[src/rtl/aurora_rx_deframer.sv]
// Aurora RX deframer: 3-word frames into a small packet FIFO.
// Optional head timestamps: define AURORA_RX_TIMESTAMP_EN.
module aurora_rx_deframer #(
  parameter int PKT_WORDS = 3,
  parameter int FIFO_PKTS = 4
) (
  input  logic                       io_clk,
  input  logic                       reset,
  input  logic [0:31]                rx_data,
  input  logic                       rx_tvalid,
  input  logic [3:0]                 rx_tkeep,
  input  logic                       rx_tlast,
  input  logic                       channel_up,
  input  logic                       pkt_rd,
  output logic                       pkt_avail,
  output logic [0:31]                pkt_word0,
  output logic [0:31]                pkt_word1,
  output logic [0:31]                pkt_word2,
  output logic [$clog2(FIFO_PKTS):0] pkt_count,
  output logic [15:0]                err_len_cnt,
  output logic [15:0]                err_ovf_cnt,
  output logic [31:0]                pkt_tstamp
);

  localparam int AW = $clog2(FIFO_PKTS);
  localparam int CW = AW + 1;
  localparam int PW = PKT_WORDS * 32;

  typedef logic [PW-1:0] pkt_t;

  typedef enum logic [1:0] {
    S_W0,
    S_W1,
    S_W2,
    S_DROP
  } state_t;

  state_t        state_q, state_d;
  logic [0:31]   w0_q, w0_d;
  logic [0:31]   w1_q, w1_d;
  logic          bad_q, bad_d;
  logic          len_err;
  logic          commit;
  logic          key_bad;

  pkt_t          mem_q [FIFO_PKTS];
  logic [AW-1:0] wr_q, rd_q;
  logic [CW-1:0] cnt_q;
  logic [15:0]   len_q, ovf_q;
  logic          full, empty;
  logic          push, pop;

  assign key_bad = (rx_tkeep != 4'hF);
  assign full    = (cnt_q == CW'(FIFO_PKTS));
  assign empty   = (cnt_q == '0);
  assign pop     = pkt_rd && !empty;
  assign push    = commit && (!full || pop);

  // Frame FSM state and word capture registers
  always_ff @(posedge io_clk) begin
    if (!reset) begin
      state_q <= S_W0;
      w0_q    <= '0;
      w1_q    <= '0;
      bad_q   <= 1'b0;
    end else begin
      state_q <= state_d;
      w0_q    <= w0_d;
      w1_q    <= w1_d;
      bad_q   <= bad_d;
    end
  end

  // Next state, word capture, length errors and commit
  always_comb begin
    state_d = state_q;
    w0_d    = w0_q;
    w1_d    = w1_q;
    bad_d   = bad_q;
    len_err = 1'b0;
    commit  = 1'b0;
    if (!channel_up) begin
      state_d = S_W0;
    end else if (rx_tvalid) begin
      unique case (state_q)
        S_W0: begin
          w0_d  = rx_data;
          bad_d = key_bad;
          if (rx_tlast) begin
            len_err = 1'b1;
          end else begin
            state_d = S_W1;
          end
        end
        S_W1: begin
          w1_d  = rx_data;
          bad_d = bad_q | key_bad;
          if (rx_tlast) begin
            len_err = 1'b1;
            state_d = S_W0;
          end else begin
            state_d = S_W2;
          end
        end
        S_W2: begin
          bad_d = bad_q | key_bad;
          if (rx_tlast) begin
            state_d = S_W0;
            if (bad_q || key_bad) begin
              len_err = 1'b1;
            end else begin
              commit = 1'b1;
            end
          end else begin
            state_d = S_DROP;
          end
        end
        S_DROP: begin
          if (rx_tlast) begin
            len_err = 1'b1;
            state_d = S_W0;
          end
        end
      endcase
    end
  end

  // Packet FIFO storage, pointers and occupancy
  always_ff @(posedge io_clk) begin
    if (!reset) begin
      for (int i = 0; i < FIFO_PKTS; i++) begin
        mem_q[i] <= '0;
      end
      wr_q  <= '0;
      rd_q  <= '0;
      cnt_q <= '0;
    end else begin
      if (push) begin
        mem_q[wr_q] <= {w0_q, w1_q, rx_data};
        wr_q        <= wr_q + AW'(1);
      end
      if (pop) begin
        rd_q <= rd_q + AW'(1);
      end
      if (push && !pop) begin
        cnt_q <= cnt_q + CW'(1);
      end else if (pop && !push) begin
        cnt_q <= cnt_q - CW'(1);
      end
    end
  end

  // Saturating error counters
  always_ff @(posedge io_clk) begin
    if (!reset) begin
      len_q <= '0;
      ovf_q <= '0;
    end else begin
      if (len_err && len_q != 16'hFFFF) begin
        len_q <= len_q + 16'd1;
      end
      if (commit && !push && ovf_q != 16'hFFFF) begin
        ovf_q <= ovf_q + 16'd1;
      end
    end
  end

  assign pkt_avail   = !empty;
  assign pkt_count   = cnt_q;
  assign err_len_cnt = len_q;
  assign err_ovf_cnt = ovf_q;
  assign pkt_word0   = mem_q[rd_q][PW-1 -: 32];
  assign pkt_word1   = mem_q[rd_q][PW-33 -: 32];
  assign pkt_word2   = mem_q[rd_q][31:0];

`ifdef AURORA_RX_TIMESTAMP_EN
  logic [31:0] ts_q;
  logic [31:0] ts0_q;
  logic [31:0] tmem_q [FIFO_PKTS];
  logic        take0;

  assign take0 = channel_up && rx_tvalid && (state_q == S_W0);

  // Free-running stamp, word-0 capture and per-packet stamp storage
  always_ff @(posedge io_clk) begin
    if (!reset) begin
      ts_q  <= '0;
      ts0_q <= '0;
      for (int i = 0; i < FIFO_PKTS; i++) begin
        tmem_q[i] <= '0;
      end
    end else begin
      ts_q <= ts_q + 32'd1;
      if (take0) begin
        ts0_q <= ts_q;
      end
      if (push) begin
        tmem_q[wr_q] <= ts0_q;
      end
    end
  end

  assign pkt_tstamp = tmem_q[rd_q];
`else
  assign pkt_tstamp = 32'h0;
`endif

endmodule

[config.mk]
export PLATFORM = sky130hd
export DESIGN_NAME = aurora_rx_deframer
export DESIGN_NICKNAME = d
export VERILOG_FILES = /design/src/rtl/aurora_rx_deframer.sv
export SDC_FILE = /design/constraint.sdc
export NUM_CORES = 1
export LEC_CHECK = 0
export ABC_CLOCK_PERIOD_IN_PS = 12430
export BUFFER_PORTS_ARGS = -buffer_cell sky130_fd_sc_hd__buf_2
export CORE_MARGIN = 10
export CORE_UTILIZATION = 30
export DETAILED_ROUTE_END_ITERATION = 12
export PLACE_DENSITY = 0.54
export SYNTH_ARGS = -nofsm -noshare
export SYNTH_HDL_FRONTEND = slang
export SYNTH_SLANG_ARGS = --single-unit
[constraint.sdc]
create_clock -name io_clk -period 12.43 [get_ports io_clk]
set_input_delay 1.243 -clock io_clk [delete_from_list [all_inputs] [get_ports io_clk]]
set_output_delay 1.243 -clock io_clk [all_outputs]
set_load 0.05 [all_outputs]
# --- After elaboration in Yosys (flattened, before gate mapping) ---
# Memory sizes are Yosys's and may differ from the RTL's. A register that Yosys moved wholly into a read port is not among the register bits.
# Cells that the tools add are included.
totals:
  register_bits: 106
  mem_bits_rw: 384
  out_inout_bits: 164
  wordCells: 79
  mem_count: 1
op_classes:
  n_addsub: 6
  n_eq_ne: 9
  mux: 28
  bitwise: 1
  reduce_logical: 25
memory_table:
  columns: ["memory", "words", "width", "read_ports", "rd_ports_with_merged_regs", "write_ports", "line_no", "source"]
  rows:
  - ["mem_q", 4, 96, 1, 1, 4, "46", "pkt_t mem_q [FIFO_PKTS];"]
op_table:
  columns: ["cell", "count"]
  rows:
  - ["$mux W96", 1]
  - ["$reduce_or A96 Y1", 1]
  - ["$add A16 B1 Y16 const B", 2]
  - ["$ne A16 B16 Y1 const B", 2]
  - ["$mux W1", 15]
  - ["$mux W2", 7]
  - ["$reduce_and A3 Y1", 4]
  - ["$pmux W2 S4", 1]
  - ["$logic_and A1 B1 Y1", 7]
  - ["$mux W3", 2]
  - ["$add A2 B1 Y2 const B", 2]
  - ["$eq A2 B2 Y1 const B", 2]
  - ["$logic_not A1 Y1", 4]
  - ["$ne A2 B2 Y1 const B", 2]
  - ["$ne A4 B4 Y1 const B", 1]
  - ["$pmux W1 S2", 2]
  - ["$reduce_bool A2 Y1", 2]
  - ["$add A3 B1 Y3 const B", 1]
  - ["$eq A3 B3 Y1 const B", 1]
  - ["$logic_not A3 Y1", 1]
  - ["$reduce_or A3 Y1", 1]
  - ["$sub A3 B1 Y3 const B", 1]
  - ["$eq A2 B1 Y1 const B", 1]
  - ["$logic_not A2 Y1", 1]
  - ["4 further kinds", 5]

# --- Depth between registers and ports, before layout ---
# Gate-level depths: netlist (run 1).
logic_depth:
  word_depth: 13
  depth_mapped: 12
  depth_no_buf: 10

# --- Worst setup path after synthesis (run 1) ---
# OpenSTA, ideal clock, no wires.
synth_timing:
  kind: "input-to-reg"
  start: "input port rx_tkeep[2]"
  end: "memory mem_q[1][0] (netlist name) (enable)"
  setup_ps: 683
  t_arrival_ps: 8927
  required_time_ps: 11747
  path_slack_ps: 2820
  stages: 5
  cell_sequence: "nand4_1 nor4b_4 clkbuf_1 nand2_1 o21ai_0"
synth_lines:
  columns: ["element", "line_no", "source"]
  rows:
  - ["start: declaration", "11", "input logic [3:0] rx_tkeep,"]
  - ["end: declaration", "46", null]

==> results of run 1 <==
[through the flow]
stage / util / instance area [um2] / power (mW) / cells
after global routing: 0.349 / 24500 / 4.46 / 2636
after CTS: 0.349 / 24500 / 4.37 / 2636
after floorplan: - / 21300 / 2.61 / 1558
after detailed placement: 0.326 / 22800 / 2.87 / 2543
after global placement: 0.326 / 22800 / 2.87 / 2543
final: 0.349 / 24500 / 4.30 / 2639
[metal layers]
metal	GRT usage	up-vias	share of wire
met3	0.0423	82	0.071
met4	0.0336	20	0.016
met5	0	-	0.0021
li1	-	5825	-
met1	0.187	6613	0.43
met2	0.240	400	0.48
[worst paths after layout]
| path | slack, ns | cells past startpoint | endpoint |
|---|---|---|---|
| max | 7.98 | 3 | pkt_word1[3] |
| min | 0.49 | 2 | w1_q[16] |
| min reg2reg | 0.49 | 2 | w1_q[16] |
| max reg2reg | 8.61 | 9 | mem_q[0][68] |
[placed cells by master (no fill, tap or decap), drive strengths merged, types with 2 or more instances in the layout]
| cell type | synthesis | layout |
|---|---|---|
| and3 | 197 | 197 |
| conb | 1 | 32 |
| dfxtp | 108 | 108 |
| clkbuf | 92 | 71 |
| nand3b | 2 | 2 |
| clkinv | 0 | 13 |
| xnor2 | 21 | 21 |
| nor2 | 38 | 38 |
| edfxtp | 384 | 384 |
| mux4 | 96 | 96 |
| nand2b | 6 | 6 |
| inv | 6 | 7 |
| nand4 | 11 | 11 |
| bufinv | 0 | 4 |
| mux2i | 5 | 5 |
| or3 | 5 | 5 |
| nand3 | 16 | 16 |
| buf | 54 | 191 |
| and4 | 9 | 9 |
| clkinvlp | 0 | 4 |
| nor3 | 14 | 14 |
| nand2 | 149 | 149 |
| a21oi | 71 | 71 |
| nor4b | 3 | 3 |
| o211ai | 2 | 2 |
| o21ai | 7 | 7 |
| diode | 0 | 3 |
| nor2b | 3 | 3 |
| a2111oi | 4 | 4 |
| ha | 7 | 7 |
| xor2 | 8 | 8 |
| and2 | 193 | 193 |
| nor4 | 6 | 6 |
[cell families (layout without fill, tap and decap cells)]
| group | Yosys count | in the layout | share of synthesized area |
|---|---|---|---|
| xor gates and xnor gates | 29 | 29 | 0.0120 |
| DFF | 492 | 492 | 0.646 |
| adders and majority gates | 8 | 8 | 0.00507 |
| AOI/OAI and AO/OA | 90 | 90 | 0.0240 |
| other | 1 | 35 | 0.000177 |
| and+or+nand+nor | 654 | 654 | 0.174 |
| buffers and inverters | 152 | 290 | 0.0353 |
| muxes | 101 | 101 | 0.104 |
[tightest hold or removal path: stages, from the launching register on]
cell	delay, ns
dfxtp_1	0.33
nand2_1	0.06
a21oi_1	0.05
[report_power, final]
group	switching [mW]	internal [mW]	total [mW]	leakage (nW)
registers	0.0577	1.83	1.88	4.84
clock network	0.638	0.864	1.50	0.782
logic	0.650	0.266	0.916	3.81
[state kept, by name, indices dropped and copies added (netlist names), named ones only]
register     flops
err_len_cnt     16
err_ovf_cnt     16
w0_q            32
w1_q            32
pkt_count        3
state_q          2
rd_q             2
mem_q          384
bad_q            1
wr_q             2
[final cells by class]
class,count,area [um2]
tap,940,1180
antenna,3,7.51
clock buffer,71,1390
clock inverter,22,220
sequential,492,13700
inverter,6,25.0
multi-input combinational,914,6950
timing repair buffer,191,1000
fill,6880,45600
==> run metrics, run 1 <==
Overall Global Routing Usage 0.146; DRT antenna net count 0; Die Width 286 um; Synth cell types 48; worst r2r src state_q[0]; layout cells sized above 1 0.226; period utilisation layout 0.358; Hold Path Origin w1_q[16]; CTS max path bufs 3; post-CTS sizing 0; Initial Utilization 0.303; DR vias/cell 4.90; CP endpoint kind primary output; Clock Tree Root clkbuf_16; io pins 206; Slowest-stage cell, CP buf_4; hold crit path type reg -> reg; slowest stage delay, CP 0.89 ns; critical path's top delay family buffers and inverters; # hold bufs at CTS 0; RSZ-0062 raised after global routing false; # port buffers 173; first-pass GRT wire length 90500 um; Worst setup SP type flop; Rel. slew slack 0.134; Setup WS pre-CTS 7.79 ns; routed len/inst 23.2 um; area grow syn2layout 15.4%; clk_lat worst skew 0.59 ns; Buf/Inv on CP 2; YS warnings 0; Synth top area share 0.544; DPL Wire Length 36400 um; commonest cells in the netlist edfxtp_1, and3_1, and2_1; Setup-failing EPs final 0; Num CTS Buffers 50; Synth Instances 1527; die height 286 um; Max FO, Critical Path 46; CTS tree yes; max-cap violation count 0; ys async rst share 0; number of global-route vias before repair 13200; Worst-Margin Slew 1.30 ns; setup TNS 0 ns; vias 12900; DR pass1 iterations 5; Reg clk slew, reported paths 0.06 ns; Synth area leader edfxtp_1; Post-synth EDFFs 384; final-report hold violation count 0; sequential area share after synthesis 0.646; GP Congestion 0.793; Final Critical Period 4.45 ns; Max IR drop VDD 0.132 mV; fmax 225 MHz; PwrDens 176 mW/mm2; #FFs+latches synth 492; row count 97; final WL 61200 um; GRT overflow 0; status finished, final reports clean; Synth Flop Type edfxtp_1; Crit path required time 11.19 ns; critical path class reg -> out; top post-synthesis cells by area edfxtp_1, dfxtp_1, mux4_2; Pins Over Slew Limit 0; pin count of the biggest net entering global routing 94; Die ar. 0.0817 mm2; syn avg cell area 13.9 um2; CP Cell Sequence buf_4 > mux4_2 > buf_2; Net count, final 1705; Post-CTS Repair Setup Buffers 0; initial antenna violation count 13; Post-Syn Area 0.0212 mm2; Initial DRC Count 957; CTS Sinks 492; skew final 0.0211 ns; critical path data arrival time 3.21 ns; most frequent cell after synthesis edfxtp_1; DRC 0; Core Box Area 0.0700 mm2; final worst slack 7.98 ns; H-tree levels 2; WHS 0.486 ns; Pleak 9.43 nW
(Power assumes the default switching activity.)
==> run 2, diff against run 1 <==
--- a/config.mk
+++ b/config.mk
@@ -5,7 +5,8 @@
 export SDC_FILE = /design/constraint.sdc
 export NUM_CORES = 1
 export LEC_CHECK = 0
-export ABC_CLOCK_PERIOD_IN_PS = 12430
+export ABC_AREA = 1
+export ABC_CLOCK_PERIOD_IN_PS = 4100
 export BUFFER_PORTS_ARGS = -buffer_cell sky130_fd_sc_hd__buf_2
 export CORE_MARGIN = 10
 export CORE_UTILIZATION = 30
==> constraint.sdc (replaced) <==
create_clock -name io_clk -period 4.1 [get_ports io_clk]
set_input_delay 0.41 -clock io_clk [delete_from_list [all_inputs] [get_ports io_clk]]
set_output_delay 0.41 -clock io_clk [all_outputs]
set_load 0.05 [all_outputs]
==> run metrics, run 2 <==
Net count, final 2270 (+33%); final WL 69100 um (+13%); Finished Layout Cells 3225 (+22%); Cells on Worst Hold Path 3 (+1); max-cap violation count 0 (unchanged); final worst slack 0.784 ns (-7.19 ns); Setup-failing EPs final 0 (unchanged); Crit path required time 3.69 ns (-7.50 ns); io pins 206 (unchanged); DRT antenna net count 0 (unchanged); Die Width 291 um (+1.7%); initial antenna violation count 12 (-1); vias 16400 (+27%); fmax 302 MHz; GRT overflow 0 (unchanged); largest register by flop count mem_q; Reg clk slew, reported paths 0.06 ns (about the same); commonest non-fill, non-tap cell in the layout edfxtp_1; GP Congestion 0.795 (+0.16%); critical path data arrival time 2.91 ns (-0.30 ns); WHS 0.121 ns (-0.365 ns); syn avg cell area 10.4 um2 (-25%); clk_lat worst skew 0.62 ns (+0.03 ns); Max IR drop VDD 0.350 mV (+160%); Post-synth EDFFs 384 (unchanged); PwrDens 589 mW/mm2 (+240%); Post-Synth XOR/XNOR Area 0.00119 (-0.0108); fillers 7357 (+6.9%); Overall Global Routing Usage 0.158 (+0.0116); Pins Over Slew Limit 0 (unchanged); Die ar. 0.0846 mm2 (+3.5%); most frequent cells in the layout edfxtp_1, nor2_1, o21ai_0; Worst-Margin Slew 1.19 ns (-0.107 ns); sequential area share after synthesis 0.622 (-0.0234); #FFs+latches synth 492 (unchanged); final-report hold violation count 0 (unchanged); worst hold endpoint state_q[1]; DRC 0 (unchanged); Synth area leader edfxtp_1; main combinational cell family by area after synthesis simple AND/OR/NAND/NOR gates; top post-synthesis cells by area edfxtp_1, dfxtp_1, nor3_2; DPL Wire Length 40900 um (+12%); routed len/inst 21.4 um (-7.6%); post-synthesis adder-cell area fraction 0.00489 (-0.000184); first-pass GRT wire length 104000 um (+15%); Max FO, Critical Path 84 (+83%); top flop regs mem_q x384, w0_q x32, w1_q x32; DR pass1 iterations 5 (unchanged); hold crit path type in -> reg; number of global-route vias before repair 16400 (+24%); CTS max path bufs 3 (unchanged); Pleak 8.97 nW (-4.8%); layout cells sized above 1 0.196 (-0.0299); Reg-to-Reg End mem_q[1][94]; commonest cells in the netlist edfxtp_1, nor2_1, o21ai_0; Synth Flop Type edfxtp_1; Final Critical Period 3.32 ns; Power, Total 15.1 mW (+250%); die height 291 um (+1.7%); Synth top area share 0.524 (-0.0197); # port buffers 173 (unchanged); Core Box Area 0.0728 mm2 (+4.0%); Synth Area in Simple Gates 0.192 (+0.0181); RSZ-0062 raised after global routing false; area occupied by registers 0.0137 mm2 (about the same); H-tree levels 2 (unchanged); skew final 0.0239 ns (+0.00284 ns); pin count of the biggest net entering global routing 115 (+22%); area grow syn2layout 16.2%; Initial Utilization 0.302 (-0.000694); Reg2Reg Depth 9 (unchanged); period utilisation layout 0.809; YS warnings 0 (unchanged); most frequent cell after synthesis edfxtp_1; Worst setup SP type flop; post-synthesis mux area share 0 (-0.104); Hold Path Origin channel_up; status finished, final reports clean; Num CTS Buffers 53 (+6.0%); Clock Tree Root clkbuf_16; CP endpoint kind primary output; Synth Instances 2119 (+39%); max FFs per register 384 (unchanged); ys async rst share 0 (unchanged); placed cells 3124 (+23%); Post-CTS Repair Setup Buffers 0 (unchanged); Synth cell types 31 (-35%); post-CTS sizing 0 (unchanged); DR vias/cell 5.10 (+3.9%); CTS Sinks 492 (unchanged); # hold bufs at CTS 0 (unchanged); critical path class reg -> out; Rel. slew slack 0.207 (+0.0734); CTS tree yes; Post-Syn Area 0.0220 mm2 (+3.8%); row count 99 (+2.1%); worst r2r src state_q[0]; Setup WS pre-CTS 1.26 ns (-6.53 ns); Synth Area in Compound Gates 0.109 (+0.0850); Worst R2R Setup Slack 1.19 ns (-7.42 ns); Initial DRC Count 1194 (+25%); multi-input logic area 0.00695 mm2 (about the same)
-- run 2: cell count changes in the layout (fill, tap and decap cells not counted), sizes merged, moves of 147 or more --
cell   previous run  this run
and2            193         0
and3            197         0
inv               7       154
nor2             38       368
nor3             14       294
o21ai             7       267
-- run 2: power breakdown --
| part | internal, mW | switching [mW] |
|---|---|---|
| Clock | 2.97 | 2.04 |
| Combinational | 0.844 | 3.55 |
| Sequential | 5.54 | 0.115 |
| Total | 9.35 | 5.71 |
-- run 2: stage by stage --
step                utilization  instance area [um2]  TNS [ns]
floorplan                     -                22100   -519.60
global placement          0.326                23800         0
detailed placement        0.326                23800         0
CTS                       0.351                25600         0
global route              0.351                25600         0
finish                    0.351                25600         0
-- run 2: worst max-delay path: stages (launching register included) --
cell and delay, ns:
dfxtp_4 0.48, inv_6 0.52, buf_12 0.32, o21ai_0 0.14
o22ai_1 0.37, buf_2 0.35
-- run 2: worst max-delay path by stage --
stage / startpoint / depth (start not counted) / slack, ns / endpoint
3_3_place_gp: state_q[0] / 9 / 1.34 / mem_q[2][29]
2_1_floorplan: pkt_count[0] / 4 / -1.84 / mem_q[2][0]
4_1_cts: flop / 5 / 0.70 / pkt_word1[28]
3_5_place_dp: state_q[0] / 9 / 1.26 / mem_q[2][48]
5_1_grt: flop / 5 / 0.62 / pkt_word1[28]
6_report: flop / 5 / 0.78 / pkt_word1[1]
-- run 2: cell families (layout without fill, tap and decap cells) --
logic type,Yosys count,count (layout)
xor+xnor,3,3
simple gates,816,816
other cells,1,33
compound gates,453,453
buf+inv,346,461
flops,492,492
fa+ha+maj,8,8
-- run 2: metal layers --
metal  vias up  global-route usage  wire (um)
met5         -                   0         86
met4        14              0.0412       1560
met3       105              0.0362       4990
met2       499               0.260      32900
met1      8251               0.205      29500
li1       7568                   -          -
-- run 2: layout make-up --
cell class / count / area share
timing repair buffer: 209 / 0.0519
antenna: 1 / 0.0000979
inverter: 152 / 0.0227
sequential: 492 / 0.536
clock buffer: 82 / 0.0601
clock inverter: 18 / 0.0107
tap: 959 / 0.0469
multi-input combinational: 1312 / 0.272
